--- config.mk ---
export PLATFORM = sky130hd
export DESIGN_NAME = mem_arbiter
export DESIGN_NICKNAME = d
export VERILOG_FILES = /design/src/rtl/mem_arbiter_pkg.sv /design/src/rtl/mem_arb_watchdog.sv /design/src/rtl/mem_arbiter.sv
export SDC_FILE = /design/constraint.sdc
export NUM_CORES = 1
export LEC_CHECK = 0
export ABC_AREA = 0
export CAP_MARGIN = 20
export CELL_PAD_IN_SITES_DETAIL_PLACEMENT = 0
export CELL_PAD_IN_SITES_GLOBAL_PLACEMENT = 1
export CORE_AREA = 5 5 643 645
export CTS_BUF_LIST = sky130_fd_sc_hd__clkbuf_8
export DETAILED_ROUTE_END_ITERATION = 10
export DIE_AREA = 0 0 648 650
export PLACE_DENSITY = 0.3
export SKIP_CTS_REPAIR_TIMING = 1
export SLEW_MARGIN = 40
export SYNTH_ARGS = -nofsm -noshare
export SYNTH_HDL_FRONTEND = slang
export SYNTH_SLANG_ARGS = --single-unit
--- constraint.sdc ---
create_clock -name clk_i -period 2.11 [get_ports clk_i]
set_input_delay 0.422 -clock clk_i [delete_from_list [all_inputs] [get_ports clk_i]]
set_output_delay 0.422 -clock clk_i [all_outputs]
set_load 0.005 [all_outputs]
--- src/rtl/mem_arbiter_pkg.sv ---
// Shared encodings and widths for the two-port line-memory arbiter.
package mem_arbiter_pkg;
    localparam int LINE_W = 256;
    localparam int ADDR_W = 32;

    localparam logic PORT_D = 1'b0;
    localparam logic PORT_I = 1'b1;

    typedef enum logic [1:0] {
        IDLE    = 2'd0,
        GRANT_D = 2'd1,
        GRANT_I = 2'd2
    } arb_state_t;
endpackage

--- src/rtl/mem_arb_watchdog.sv ---
// Busy-cycle watchdog: counts grant cycles without ack and emits a single timeout
// pulse per grant in the cycle the count reaches TIMEOUT; cleared while idle.
module mem_arb_watchdog #(
    parameter int TIMEOUT = 1023,
    parameter int TO_W    = 10
) (
    input  logic clk,
    input  logic rst_n,
    input  logic clear,
    input  logic busy,
    input  logic ack,
    output logic timeout
);
    localparam logic [TO_W-1:0] LIMIT   = TO_W'(TIMEOUT - 1);
    localparam logic [TO_W-1:0] CNT_MAX = '1;

    logic [TO_W-1:0] cnt;
    logic            fired;

    // Pulse on the busy cycle that brings the count up to TIMEOUT.
    assign timeout = busy && !ack && !fired && (cnt == LIMIT);

    always_ff @(posedge clk or negedge rst_n) begin
        if (!rst_n) begin
            cnt   <= '0;
            fired <= 1'b0;
        end else if (clear) begin
            cnt   <= '0;
            fired <= 1'b0;
        end else if (busy && !ack) begin
            if (cnt != CNT_MAX) begin
                cnt <= cnt + 1'b1;
            end
            if (timeout) begin
                fired <= 1'b1;
            end
        end
    end
endmodule

--- src/rtl/mem_arbiter.sv ---
// Arbitrates the data and instruction caches onto one line-wide memory; grant one
// cycle after request, ack combinational, one forced idle cycle between transactions.
module mem_arbiter
    import mem_arbiter_pkg::*;
#(
    parameter int FIXED_PRIO = 0,
    parameter int TIMEOUT    = 1023,
    parameter int TO_W       = 10
) (
    input  logic              clk_i,
    input  logic              rst_i,
    input  logic              d_mem_enable_i,
    input  logic              d_mem_write_i,
    input  logic [ADDR_W-1:0] d_mem_addr_i,
    input  logic [LINE_W-1:0] d_mem_data_i,
    output logic              d_mem_ack_o,
    output logic [LINE_W-1:0] d_mem_data_o,
    input  logic              i_mem_enable_i,
    input  logic              i_mem_write_i,
    input  logic [ADDR_W-1:0] i_mem_addr_i,
    input  logic [LINE_W-1:0] i_mem_data_i,
    output logic              i_mem_ack_o,
    output logic [LINE_W-1:0] i_mem_data_o,
    output logic              mem_enable_o,
    output logic              mem_write_o,
    output logic [ADDR_W-1:0] mem_addr_o,
    output logic [LINE_W-1:0] mem_data_o,
    input  logic [LINE_W-1:0] mem_data_i,
    input  logic              mem_ack_i,
    output logic              err_o
);
    arb_state_t state;
    logic       last_served;
    logic       wd_timeout;

    mem_arb_watchdog #(
        .TIMEOUT (TIMEOUT),
        .TO_W    (TO_W)
    ) u_watchdog (
        .clk     (clk_i),
        .rst_n   (rst_i),
        .clear   (state == IDLE),
        .busy    (state != IDLE),
        .ack     (mem_ack_i),
        .timeout (wd_timeout)
    );

    always_ff @(posedge clk_i or negedge rst_i) begin
        if (!rst_i) begin
            state       <= IDLE;
            last_served <= PORT_I;
            err_o       <= 1'b0;
        end else begin
            if (wd_timeout) begin
                err_o <= 1'b1;
            end
            case (state)
                IDLE: begin
                    // D wins when alone, under fixed priority, or when I went last.
                    if (d_mem_enable_i &&
                        (!i_mem_enable_i || FIXED_PRIO != 0 || last_served == PORT_I)) begin
                        state <= GRANT_D;
                    end else if (i_mem_enable_i) begin
                        state <= GRANT_I;
                    end
                end
                GRANT_D: begin
                    if (mem_ack_i) begin
                        state       <= IDLE;
                        last_served <= PORT_D;
                    end else if (!d_mem_enable_i) begin
                        state <= IDLE;
                        err_o <= 1'b1;
                    end
                end
                GRANT_I: begin
                    if (mem_ack_i) begin
                        state       <= IDLE;
                        last_served <= PORT_I;
                    end else if (!i_mem_enable_i) begin
                        state <= IDLE;
                        err_o <= 1'b1;
                    end
                end
                default: state <= IDLE;
            endcase
        end
    end

    always_comb begin
        mem_enable_o = 1'b0;
        mem_write_o  = 1'b0;
        mem_addr_o   = '0;
        mem_data_o   = '0;
        d_mem_ack_o  = 1'b0;
        i_mem_ack_o  = 1'b0;
        case (state)
            GRANT_D: begin
                mem_enable_o = d_mem_enable_i;
                mem_write_o  = d_mem_write_i;
                mem_addr_o   = d_mem_addr_i;
                mem_data_o   = d_mem_data_i;
                d_mem_ack_o  = mem_ack_i;
            end
            GRANT_I: begin
                mem_enable_o = i_mem_enable_i;
                mem_write_o  = i_mem_write_i;
                mem_addr_o   = i_mem_addr_i;
                mem_data_o   = i_mem_data_i;
                i_mem_ack_o  = mem_ack_i;
            end
            default: ;
        endcase
    end

    assign d_mem_data_o = mem_data_i;
    assign i_mem_data_o = mem_data_i;
endmodule
==> results of run 1 <==
per-layer routing:
layer  wire length (um)  GRT usage (%)  vias to the layer above
li1                   -              -                     4955
met3              47010          9.538                      380
met1              84370          10.50                     5875
met5                421         0.5835                        -
met4               5260          1.238                       42
met2             126600          19.73                     1471
cell families after synthesis:
group,count (synthesis)
buffers and inverters,626
AOI/OAI and AO/OA,320
and+or+nand+nor,320
DFF,15
adders and majority gates,5
muxes,2
cell type report:
type / count / area (um^2) / area share [%]
timing repair buffer: 1113 / 13180 / 50.96
tap: 5451 / 6820 / 26.38
multi-input combinational: 647 / 5341 / 20.66
sequential: 15 / 376.6 / 1.456
inverter: 9 / 60.06 / 0.2323
clock buffer: 3 / 41.29 / 0.1597
antenna: 15 / 37.54 / 0.1452
clock inverter: 1 / 3.754 / 0.01452
sequential cells by signal (all words and copies together), names as in the netlist:
| register | count |
|---|---|
| state | 2 |
| u_watchdog.cnt | 10 |
| last_served | 1 |
| err_o | 1 |
| u_watchdog.fired | 1 |
layout by cell type, fill, tap and decap left out, types with 6 or more instances in the layout:
cell type        synthesis  layout
buf_6                    2      80
a211oi_1                 6       6
nor2_2                   0     133
buf_12                   0     182
buf_2                   65       8
clkbuf_16                0      22
a22oi_1                291     114
buf_16                   0      14
buf_4                  513     152
inv_1                    8       6
nor2_4                   0      41
a31oi_1                  7       7
clkbuf_2                 0      30
diode_2                  0      15
buf_8                    0      10
dfrtp_1                 14      14
nor2_1                 291     117
dlymetal6s2s_1           0      24
nand3_1                  6       6
a22oi_2                  0     177
clkdlybuf4s50_1          0     591
cells in the mapped netlist (all sizes together):
| cell | n |
|---|---|
| a2111o | 2 |
| a211oi | 6 |
| a21o | 1 |
| a21oi | 4 |
| a22oi | 291 |
| a311oi | 2 |
| a31oi | 7 |
| a32o | 1 |
| a41oi | 2 |
| and2 | 1 |
| and3 | 5 |
| and3b | 1 |
| and4 | 2 |
| and4b | 1 |
| buf | 580 |
| clkbuf | 37 |
| dfrtp | 14 |
| dfstp | 1 |
| ha | 5 |
| inv | 9 |
| mux2 | 1 |
| mux2i | 1 |
| nand2 | 2 |
| nand2b | 1 |
| nand3 | 6 |
| nand3b | 1 |
| nand4 | 2 |
| nor2 | 291 |
| nor2b | 3 |
| nor3 | 2 |
| nor4 | 1 |
| nor4b | 1 |
| o211ai | 1 |
| o21ai | 1 |
| o32ai | 2 |
metrics by stage:
stage          area (um^2)  total power, W  setup WS, ns  hold WS [ns]  TNS (ns)
6_report             25860         0.03193       -0.6801        0.5030   -123.01
2_1_floorplan         8523        0.006839        0.2953        0.1264         0
3_5_place_dp         22370         0.02543       -0.9483        0.4853    -94.31
3_3_place_gp         22370         0.02556       -0.9810        0.4727   -109.10
5_1_grt              25840         0.03433       -0.6818        0.5306   -146.09
4_1_cts              22420         0.02578        -1.253        0.5026   -180.84
report_power, final:
part           internal (W)  switching (W)
Sequential         0.000346      0.0000655
Clock              0.000129       0.000115
Combinational        0.0138         0.0175
Total                0.0143         0.0177
worst max-delay path: cells and delay by family, from the launching register on:
kind | cells | cell delay (ns)
buffers and inverters | 6 | 0.95
and+or+nand+nor | 1 | 0.34
AOI/OAI and AO/OA | 1 | 0.11
adders and majority gates | 1 | 0.25
DFF | 1 | 0.40
worst max path at each step:
stage | from | to | slack (ns) | cells after the start
after floorplan | state[0]$_DFFE_PN0P_ | mem_data_o[157] | 0.30 | 6
after global placement | state[0]$_DFFE_PN0P_ | mem_data_o[160] | -0.98 | 9
after detailed placement | state[0]$_DFFE_PN0P_ | mem_data_o[160] | -0.95 | 9
after CTS | state[0]$_DFFE_PN0P_ | mem_data_o[160] | -1.25 | 9
after global routing | state[1]$_DFFE_PN0P_ | mem_data_o[85] | -0.68 | 7
final | state[1]$_DFFE_PN0P_ | mem_data_o[54] | -0.68 | 9
==> metrics.txt, run 1 <==
CP Cell Sequence=buf_4, ha_4, buf_12, buf_4, buf_12, buf_4, a22oi_1, nor2_2, buf_2; Distinct cells, synth=41; Rows=235; biggest area consumer among synthesized cells=buf_4; Max Slew Vio Count=0; DP HPWL=241.3 mm; Fillers=48125; Synth Area in Compound Gates=28.29%; # setup viols final=294; clock skew=0.004950 ns; Root Buffer=clkbuf_8; leakage=7.680 nW; global placer's final weighted congestion=0.7963; DRT iter0 DRCs=641; DR WL/cell=36.35 um; syn nets=2132; worst slew pin tran=0.7096 ns; Die Span Y=650 um; worst hold stages=1; DP Cell Count=7135; pwr dens=1235 nW/um^2; clk slew on worst S/H paths=0.07 ns; min setup slack post-route=-0.6801 ns; Post-Synthesis Cells=1288; kind of critical path=reg -> out; Placeable Area=407500 um^2; maximum buffer depth of the clock tree=2; Post-Synth Simple-Gate Area=15.02%; initial antenna violation count=152; synthesized area per cell=6.617 um^2; CP max FO=8; vias in the first global route=12752; worst hold path class=reg -> reg; RSZ-0062 raised after global routing=yes; Area Growth Syn to Fin=203.4%; critical path arrival=2.37 ns; port buffer count=875; CTS tree=built; f_max=358.4 MHz; relative slew slack=52.55%; DRC=0; CTS Buf Count=3; Slowest cell on crit path=dfrtp_1; largest family of logic cells by synthesized area=buffers and inverters; #FFs+latches synth=15; Initial Utilization=2.091%; fin crit share=132.2%; Reg2Reg Depth=9; first-pass GRT wire length=282.0 mm; minimum clock period=2.790 ns; Peak VDD IR=0.0006409 V; register area share after synthesis=4.419%; Mapped Area=8523 um^2; pin count of the biggest net entering global routing=48; hold path start=u_watchdog.fired$_DFFE_PN0P_; final hold vios=0; max-cap violations=0; antenna-violating nets left=0; status=finished with violations; num ports=1644; top cell type's share of synthesized area=45.18%; r2r setup slk=-0.09 ns; Die X=648 um; worst skew pair latency=0.25 ns; Worst EP required=1.69 ns; H-tree depth=1; CP Launch Type=flip-flop; Ys Warns=0; Via density=1.754; end of the worst register-to-register path=state[1]$_DFFE_PN0P_; Tot GR Track Use=11.39%; r2r startpoint=state[1]$_DFFE_PN0P_; router iterations before antenna repair=5; GR Overflow Total=0; Util after Layout=6.345%; Worst path max stage delay=0.40 ns; WL final=263.7 mm; die area=421200 um^2; via count=12723; Post-Synth Adder-Cell Area=0.7340%; XOR/XNOR Fraction of Synth Area=0%; Non-Filler Instances=7254; Hold EP=u_watchdog.fired$_DFFE_PN0P_; fin nets=2633; critical path's most frequent cell=buf_4; layout cell share with drive strength beyond 1=48.49%; clock sinks=15; failing checks=setup timing; post-synthesis mux area share=0.2496%; Area contributors post-synth=buf_4 45%, a22oi_1 26%, nor2_1 13%; Worst setup EP type=output port
Power figures use the tool's default switching activity.
==> inputs of run 2 (changes only) <==
Settings changed: CTS_CLUSTER_DIAMETER set to 120.
==> results of run 2 <==
No change in the layout: final DEF, timing and power equal those of run 1.
